## src/rtl/load_store_unit.sv

```systemverilog
// rtl/load_store_unit.sv - RV32I load/store sequencer; misaligned halfword/word accesses become byte beats
// Only WORD_WIDTH=32 is meaningful; byte lanes and extension are hard-wired for a 32-bit word.
`timescale 1ns/1ps
`ifndef ADDR_WIDTH
`define ADDR_WIDTH 32
`endif
`ifndef WORD_WIDTH
`define WORD_WIDTH 32
`endif

module load_store_unit #(
  parameter int ADDR_WIDTH = `ADDR_WIDTH,
  parameter int WORD_WIDTH = `WORD_WIDTH
) (
  input  logic                  clk,
  input  logic                  rst_n,
  input  logic                  reqValid,
  output logic                  reqReady,
  input  logic                  reqWrite,
  input  logic [2:0]            funct3,
  input  logic [ADDR_WIDTH-1:0] reqAddr,
  input  logic [WORD_WIDTH-1:0] reqData,
  output logic                  respValid,
  output logic [WORD_WIDTH-1:0] respData,
  output logic                  respErr,
  output logic                  memRead,
  output logic                  memWrite,
  output logic [1:0]            addrUnit,
  output logic [ADDR_WIDTH-1:0] memAddr,
  output logic [WORD_WIDTH-1:0] memDataIn,
  input  logic [WORD_WIDTH-1:0] memDataOut
);

  typedef enum logic [1:0] {S_IDLE, S_ACCESS, S_CAPTURE, S_DONE} state_t;

  localparam logic [ADDR_WIDTH-1:0] ADDR_ONE = {{(ADDR_WIDTH-1){1'b0}}, 1'b1};

  state_t      state;
  logic        op_write;
  logic        op_err;
  logic        op_split;
  logic [2:0]  op_f3;
  logic [1:0]  beat;
  logic [1:0]  last_beat;
  logic [31:0] st_data;
  logic [31:0] asm_data;

  logic [1:0]  req_size;
  logic        req_legal;
  logic        req_split;
  logic [1:0]  req_last;
  logic [1:0]  next_beat;
  logic [31:0] resp_ext;

  always_comb begin
    req_size  = funct3[1:0];
    req_legal = reqWrite ? (!funct3[2] && (funct3[1:0] != 2'b11))
                         : ((funct3[1:0] != 2'b11) && !(funct3[2] && funct3[1]));
    req_split = ((req_size == 2'b01) && reqAddr[0]) ||
                ((req_size == 2'b10) && (reqAddr[1:0] != 2'b00));
    req_last  = !req_split ? 2'd0 : ((req_size == 2'b01) ? 2'd1 : 2'd3);
    next_beat = beat + 2'd1;
  end

  assign reqReady  = (state == S_IDLE);
  assign respValid = (state == S_DONE);
  assign respErr   = (state == S_DONE) && op_err;
  assign memRead   = (state == S_ACCESS) && !op_write;
  assign memWrite  = (state == S_ACCESS) && op_write;

  always_comb begin
    resp_ext = asm_data;
    case (op_f3)
      3'b000:  resp_ext = {{24{asm_data[7]}}, asm_data[7:0]};
      3'b001:  resp_ext = {{16{asm_data[15]}}, asm_data[15:0]};
      3'b100:  resp_ext = {24'd0, asm_data[7:0]};
      3'b101:  resp_ext = {16'd0, asm_data[15:0]};
      default: resp_ext = asm_data;
    endcase
    respData = (state == S_DONE && !op_write && !op_err) ? resp_ext : '0;
  end

  always_ff @(posedge clk or negedge rst_n) begin
    if (!rst_n) begin
      state     <= S_IDLE;
      op_write  <= 1'b0;
      op_err    <= 1'b0;
      op_split  <= 1'b0;
      op_f3     <= 3'd0;
      beat      <= 2'd0;
      last_beat <= 2'd0;
      st_data   <= '0;
      asm_data  <= '0;
      addrUnit  <= 2'b00;
      memAddr   <= '0;
      memDataIn <= '0;
    end else begin
      case (state)
        S_IDLE: begin
          if (reqValid) begin
            op_write  <= reqWrite;
            op_f3     <= funct3;
            op_err    <= !req_legal;
            op_split  <= req_split;
            beat      <= 2'd0;
            last_beat <= req_last;
            st_data   <= reqData;
            asm_data  <= '0;
            if (!req_legal) begin
              state <= S_DONE;
            end else begin
              state     <= S_ACCESS;
              memAddr   <= reqAddr;
              addrUnit  <= req_split ? 2'b00 : req_size;
              memDataIn <= !reqWrite ? '0 :
                           (req_split ? {24'd0, reqData[7:0]} : reqData);
            end
          end
        end
        S_ACCESS: begin
          if (!op_write) begin
            state <= S_CAPTURE;
          end else if (beat == last_beat) begin
            state <= S_DONE;
          end else begin
            beat      <= next_beat;
            memAddr   <= memAddr + ADDR_ONE;
            memDataIn <= {24'd0, st_data[{next_beat, 3'b000} +: 8]};
          end
        end
        S_CAPTURE: begin
          // Split loads assemble one byte lane per beat; aligned loads take the native width.
          if (op_split) begin
            asm_data[{beat, 3'b000} +: 8] <= memDataOut[7:0];
          end else begin
            case (addrUnit)
              2'b00:   asm_data <= {24'd0, memDataOut[7:0]};
              2'b01:   asm_data <= {16'd0, memDataOut[15:0]};
              default: asm_data <= memDataOut;
            endcase
          end
          if (beat == last_beat) begin
            state <= S_DONE;
          end else begin
            beat    <= next_beat;
            memAddr <= memAddr + ADDR_ONE;
            state   <= S_ACCESS;
          end
        end
        S_DONE:  state <= S_IDLE;
        default: state <= S_IDLE;
      endcase
    end
  end

endmodule

```

## config.mk

```make
export PLATFORM = sky130hd
export DESIGN_NAME = load_store_unit
export DESIGN_NICKNAME = d
export VERILOG_FILES = /design/src/rtl/load_store_unit.sv
export SDC_FILE = /design/constraint.sdc
export NUM_CORES = 1
export LEC_CHECK = 0
export CORE_UTILIZATION = 49
export DETAILED_ROUTE_END_ITERATION = 16
export PLACE_DENSITY_LB_ADDON = 0.05
export SLEW_MARGIN = 25
export SYNTH_ARGS = -nofsm -noshare
export SYNTH_HDL_FRONTEND = slang
export SYNTH_SLANG_ARGS = --single-unit
```

## constraint.sdc

```tcl
create_clock -name clk -period 3.21 [get_ports clk]
set_input_delay 0.963 -clock clk [delete_from_list [all_inputs] [get_ports clk]]
set_output_delay 0.963 -clock clk [all_outputs]
set_load 0.1 [all_outputs]
```

Word level (Yosys, flattened, before mapping)

Cells that the tools add are included.

Register bits: 142
Input port bits: 103
Word-level logic and storage cells: 97

Add/sub/neg operators: 3
Equal/unequal tests: 16
Shift operators: 3
Muxes and demuxes: 33
Reduce and logical (&&, ||, !) cells: 30

Operator list:

| operator                                                               | count |
|---|---|
| 32-bit two-way mux                                                     | 13 |
| 32-bit case mux with 2 select lines                                    | 3 |
| 32-bit case mux with 4 select lines                                    | 1 |
| 32-bit case mux with 3 select lines                                    | 1 |
| 32-bit by 1-bit adder with 32-bit output, second input constant        | 1 |
| 32-bit bitwise mux                                                     | 1 |
| 8-bit by 7-bit variable shift with 32-bit output, first input constant | 1 |
| 32-bit by 6-bit variable part select with 8-bit output                 | 1 |
| 8-bit by 7-bit variable part select with 32-bit output                 | 1 |
| 2-bit two-way mux                                                      | 11 |
| 1-bit logical AND                                                      | 10 |
| 2-bit inequality test, second input constant                           | 4 |
| 2-bit case mux with 4 select lines                                     | 1 |
| 5-bit negation with 7-bit output                                       | 1 |
| 2-bit by 1-bit equality test with 1-bit output, second input constant  | 3 |
| 2-bit equality test, second input constant                             | 3 |
| 3-bit equality test, second input constant                             | 2 |
| 2-bit case mux with 3 select lines                                     | 1 |
| 2-bit AND reduction                                                    | 3 |
| 3-bit AND reduction                                                    | 2 |
| 2-bit nonzero test                                                     | 3 |
| 1-bit zero test                                                        | 5 |
| 5-bit AND reduction                                                    | 1 |
| 2-bit zero test                                                        | 2 |
| 10 further kinds                                                       | 10 |

Logic depth before layout (Yosys ltp)

Depth after elaboration: 8
Gate-level depth with buffers: 10
Mapped depth without buffers: 7

Least setup slack after synthesis

No wires, ideal clock.

Path kind: register to output
Start: reg state[0]
End: out respData[21]
Arrival time: 3.760 ns
Data required time: 2.247 ns
Setup slack: -1.513 ns
Stages on the path, launching flop included: 6
Buffers on the path: 1
Cell sequence: dfrtp_1 -> ha_1 -> nor3b_1 -> o21ai_1 -> clkbuf_1 -> a21oi_1

Longest elaborated chain between the ends: 4

RTL lines:

| what                           | line | RTL |
|---|---|---|
| start: declaration             | 38   | `state_t state;` |
| start signal: assignment       | 85   | `state <= S_IDLE;` |
| start signal: assignment       | 110  | `state <= S_DONE;` |
| start signal: assignment       | 112  | `state <= S_ACCESS;` |
| 2-bit equality test            | n/a  |  |
| net respValid                  | 23   | `output logic respValid,` |
| 1-bit logical AND (2 in a row) | 80   | `respData = (state == S_DONE && !op_write && !op_err) ? resp_ext : '0;` |
| 32-bit two-way mux             | 80   |  |
| end: declaration               | 24   | `output logic [WORD_WIDTH-1:0] respData,` |

The timed path passes the listed nets, and every way through them passes these cells.

Worst setup path after layout

Start: reg state[0]
End: out respData[15]

Longest elaborated chain between the ends: 4

RTL lines:

| what                           | line |
|---|---|
| 2-bit equality test            | 80 |
| 1-bit logical AND (2 in a row) | 80 |
| 32-bit two-way mux             | 80 |

No other way between the ends.

==> metrics.md <==
| Metric | Value |
|---|---|
| Number of stages on the worst hold path | 2 |
| Distinct cell type count of the synthesized netlist | 66 |
| Footprint of the flip-flops and latches | between 3000 and 4000 sq um |
| Maximum frequency from static timing analysis | between 300 and 400 MHz |
| Actual slew at the worst max-slew pin | 917.0 ps |
| Cells taking the most area after synthesis | sky130_fd_sc_hd__dfrtp_1 (47%), sky130_fd_sc_hd__nand2_1 (5.8%), sky130_fd_sc_hd__mux2_2 (5.4%) |
| Clock H-tree levels | 4 |
| Mean routed wirelength per cell | 18.66 um |
| Count of clock tree sinks | 141 |
| Area Overhead vs Synth | 42.97% |
| Complex-gate fraction of the synthesized area | 0.1927 |
| Leading cell type by number of instances after synthesis | sky130_fd_sc_hd__dfrtp_1 |
| Global-route met1 utilization | 0.3678 |
| Post-route core utilization | 0.7127 |
| Area share of xor/xnor cells in the synthesized design | 0.006795 |
| Total of warnings raised by yosys | 0 |
| Routability-driven placement congestion ratio | ~0.9 |
| FF-to-FF setup slack | ~580 ps |
| Vias | 7,039 |
| Clock transition time at the flip-flop clock pins of the worst setup and hold paths | 60 ps |
| Portion of synthesized cell area occupied by the leading cell type | 0.4674 |
| Basic-gate share of the synthesized area counting and, or, nand and nor cells | 0.1878 |
| Critical path arrival | around 2200 ps |
| Mapped Area | 7550 sq um |
| Leading area contributor after synthesis | sky130_fd_sc_hd__dfrtp_1 |
| Source-to-sink clock delay at the later pin of the worst-skew pair | between 400 and 500 ps |
| Setup repair after global routing missed its margin | no |
| Die area | around 16,000 sq um |
| Share of synthesized area spent on multiplexers | 0.08419 |
| Vias in the first global route | 6,936 |
| Fin crit share | 0.9700 |
| Final number of max-transition violations | 0 |
| Area of combinational cells with multiple inputs | between 3000 and 4000 sq um |
| Critical-path top delay cell | sky130_fd_sc_hd__or3b_2 |
| Largest net degree at the start of global routing | 68 |
| Main combinational cell family by area after synthesis | compound AO/OA/AOI/OAI gates |
| Net count after synthesis | between 900 and 1k |
| Critical path endpoint category | output port |
| Fraction of the yosys area taken by sequential cells | 0.4674 |
| Crit path largest cell delay | between 500 and 600 ps |
| Detailed-placement wirelength estimate | roughly 16 mm |
| Synthesized area per cell | 9.497 sq um |
| Horizontal extent of the die | around 130 um |
| Type of the worst setup path | reg -> out |
| CTS Buf Count | 17 |
| Vertical extent of the die | 126.1 um |
| Area of the core | between 15,000 and 20,000 sq um |
| Number of setup violations in the final report | 0 |
| Reg2Reg Depth | 6 |
| Number of diodes added for antenna fixing | 0 |
| Fin crit period | 3114 ps |
| WL final | about 22 mm |
| Layout Skew | 7.423 ps |
| Number of placement rows | 45 |
| Buffer levels on the longest clock path | 2 |
| Wire length of the first global-routing pass | roughly 36 mm |
| Maximum fanout along the worst path | 8 |
| Reg-to-Reg End | memDataIn[20] |
| Detailed-route vias per instance | 5.895 |
| Total I/O pin count | just over 200 |
| Tightest slew margin relative to the limit | 0.3864 |
| Number of search-and-repair iterations in the first detailed-routing pass | 5 |
| Share of final-layout standard cells stronger than drive strength 1 | 0.2535 |
| Hold buffer count at cts | 0 |
| Number of antenna violations at the first check in global routing | 0 |
| Post-synthesis share of cell area spent on full adders, half adders and majority gates | 0.01823 |
| Most common flop cell mapped by yosys | sky130_fd_sc_hd__dfrtp_1 |
| Category of cells accounting for the largest share of critical-path delay | simple AND/OR/NAND/NOR gates |
| M2 GR Usage | 0.4742 |
| Final count of hold timing violations | 0 |
| Post-CTS Setup Repair Bufs | 0 |
| Net count, final | roughly 1.1k |
| Hold_sp | memDataIn[23] |
| Met3 GRT Util | 0.06542 |
| Setup TNS | 0 ps |
| Count of input and output buffers | a little over 200 |
| Run status | complete, no violations |
| Endpoint of the worst hold-timing path | memDataIn[23] |
| Ys async rst share | 1.000 |
| Root buffer cell | sky130_fd_sc_hd__clkbuf_16 |
| Number of logic stages on the critical path including buffering | 4 |
| Max-capacitance violation count | 0 |
| Initial core utilization | 0.4985 |
| Number of storage elements in the synthesis netlist | 141 |
| Startpoint kind of the worst setup timing path | flop |
| Final worst hold slack | roughly 480 ps |
| DRC marker count from the first detailed-route iteration | 470 |
| Critical register-to-register path startpoint | beat[1] |
| Global router's overall resource usage | 0.2873 |
| Remaining global-route overflow | 0 |
| Class of the worst hold path | reg -> reg |
| Clock tree from TritonCTS | done |
| Antenna viol nets, final | 0 |
| Critical path data required time | 2250 ps |
| Filler Cell Count | 1,147 |
| Number of flops mapped to enable cells by yosys | 0 |
| Worst path cell trace | ha_4, or3b_2, a21oi_2, buf_12 |
| DRC | 0 |
| Most Used Layer, Global Route | met2 |
| Post-Synthesis Cells | 795 |
| Top cells by instance count after synthesis | sky130_fd_sc_hd__dfrtp_1 (141), sky130_fd_sc_hd__nand2_1 (116), sky130_fd_sc_hd__o21ai_0 (71), sky130_fd_sc_hd__a21oi_1 (43), sky130_fd_sc_hd__mux2_2 (36) |
| Crit path buffers/inverters | 1 |
[worst min-delay path, cell delays in order (launching register included)]
cell and delay (ps):
sky130_fd_sc_hd__dfrtp_1 340, sky130_fd_sc_hd__nand2_1 40, sky130_fd_sc_hd__o21ai_0 60
[registers in the layout, indices dropped and copies added (netlist names)]
signal     count
op_err         1
last_beat      2
beat           2
op_f3          3
state          2
memAddr       32
addrUnit       2
asm_data      32
op_write       1
st_data       32
memDataIn     32
[repair_timing]
action                                  4_1_cts  5_1_grt
endpoints found under the setup margin        1        1
resized for setup                             1        1
endpoints found under the hold margin         0        0
[how the worst max path moves through the flow]
| stage | startpoint | end |
|---|---|---|
| 2_1_floorplan | state[0] | respData[10] |
| 3_3_place_gp | funct3[1] | memDataIn[23] |
| 3_5_place_dp | funct3[1] | memDataIn[3] |
| 4_1_cts | state[1] | memRead |
| 5_1_grt | op_f3[0] | respData[31] |
| 6_report | state[0] | respData[15] |
[logic make-up after synthesis]
logic type               count (synthesis)
AO/OA/AOI/OAI                          234
XOR/XNOR                                 5
adder cells (fa/ha/maj)                 11
buffers and inverters                   80
flip-flops                             141
multiplexers                            49
AND/OR/NAND/NOR                        275
[cell usage in the layout, fill, tap and decap left out, drive strengths merged, types with 8 or more instances in the layout]
master and count:
dfrtp 141, buf 127, nand2 116, clkdlybuf4s50 101, o21ai 88, a21oi 43
mux2 36, inv 36, nor2 35, a22oi 33, o22ai 20, clkbuf 19
nor3 18, nand3 15, nand4 13, and2 12, and4 12, ha 11
nand2b 10, a22o 9, nor4 9, mux4 8, and3 8
[area by class of cell]
type	instances	area share
Clock buffer	19	0.04103
Clock inverter	13	0.01426
Inverter	31	0.01078
Multi-Input combinational cell	574	0.3624
Sequential cell	141	0.3269
Tap cell	188	0.02179
Timing Repair Buffer	228	0.2229
[layer usage]
layer	part of all wire	routed length (um)
met3	0.067	1501
met1	0.42	9348
met4	0.027	597
met2	0.49	10840
met5	0	0
[per-stage QoR]
step / area (sq um) / worst slack, ps / instances
finish: 10790 / 96.36 / 1194
global route: 10790 / 3.641 / 1194
CTS: 10790 / 59.16 / 1194
detailed placement: 10190 / 208.8 / 1162
global placement: 10190 / 319.0 / 1162
floorplan: 7746 / -149.0 / 795
Power is left out: the tool's default activity adds up to more than one toggle a clock period on the data nets, which glitch-free logic cannot reach.
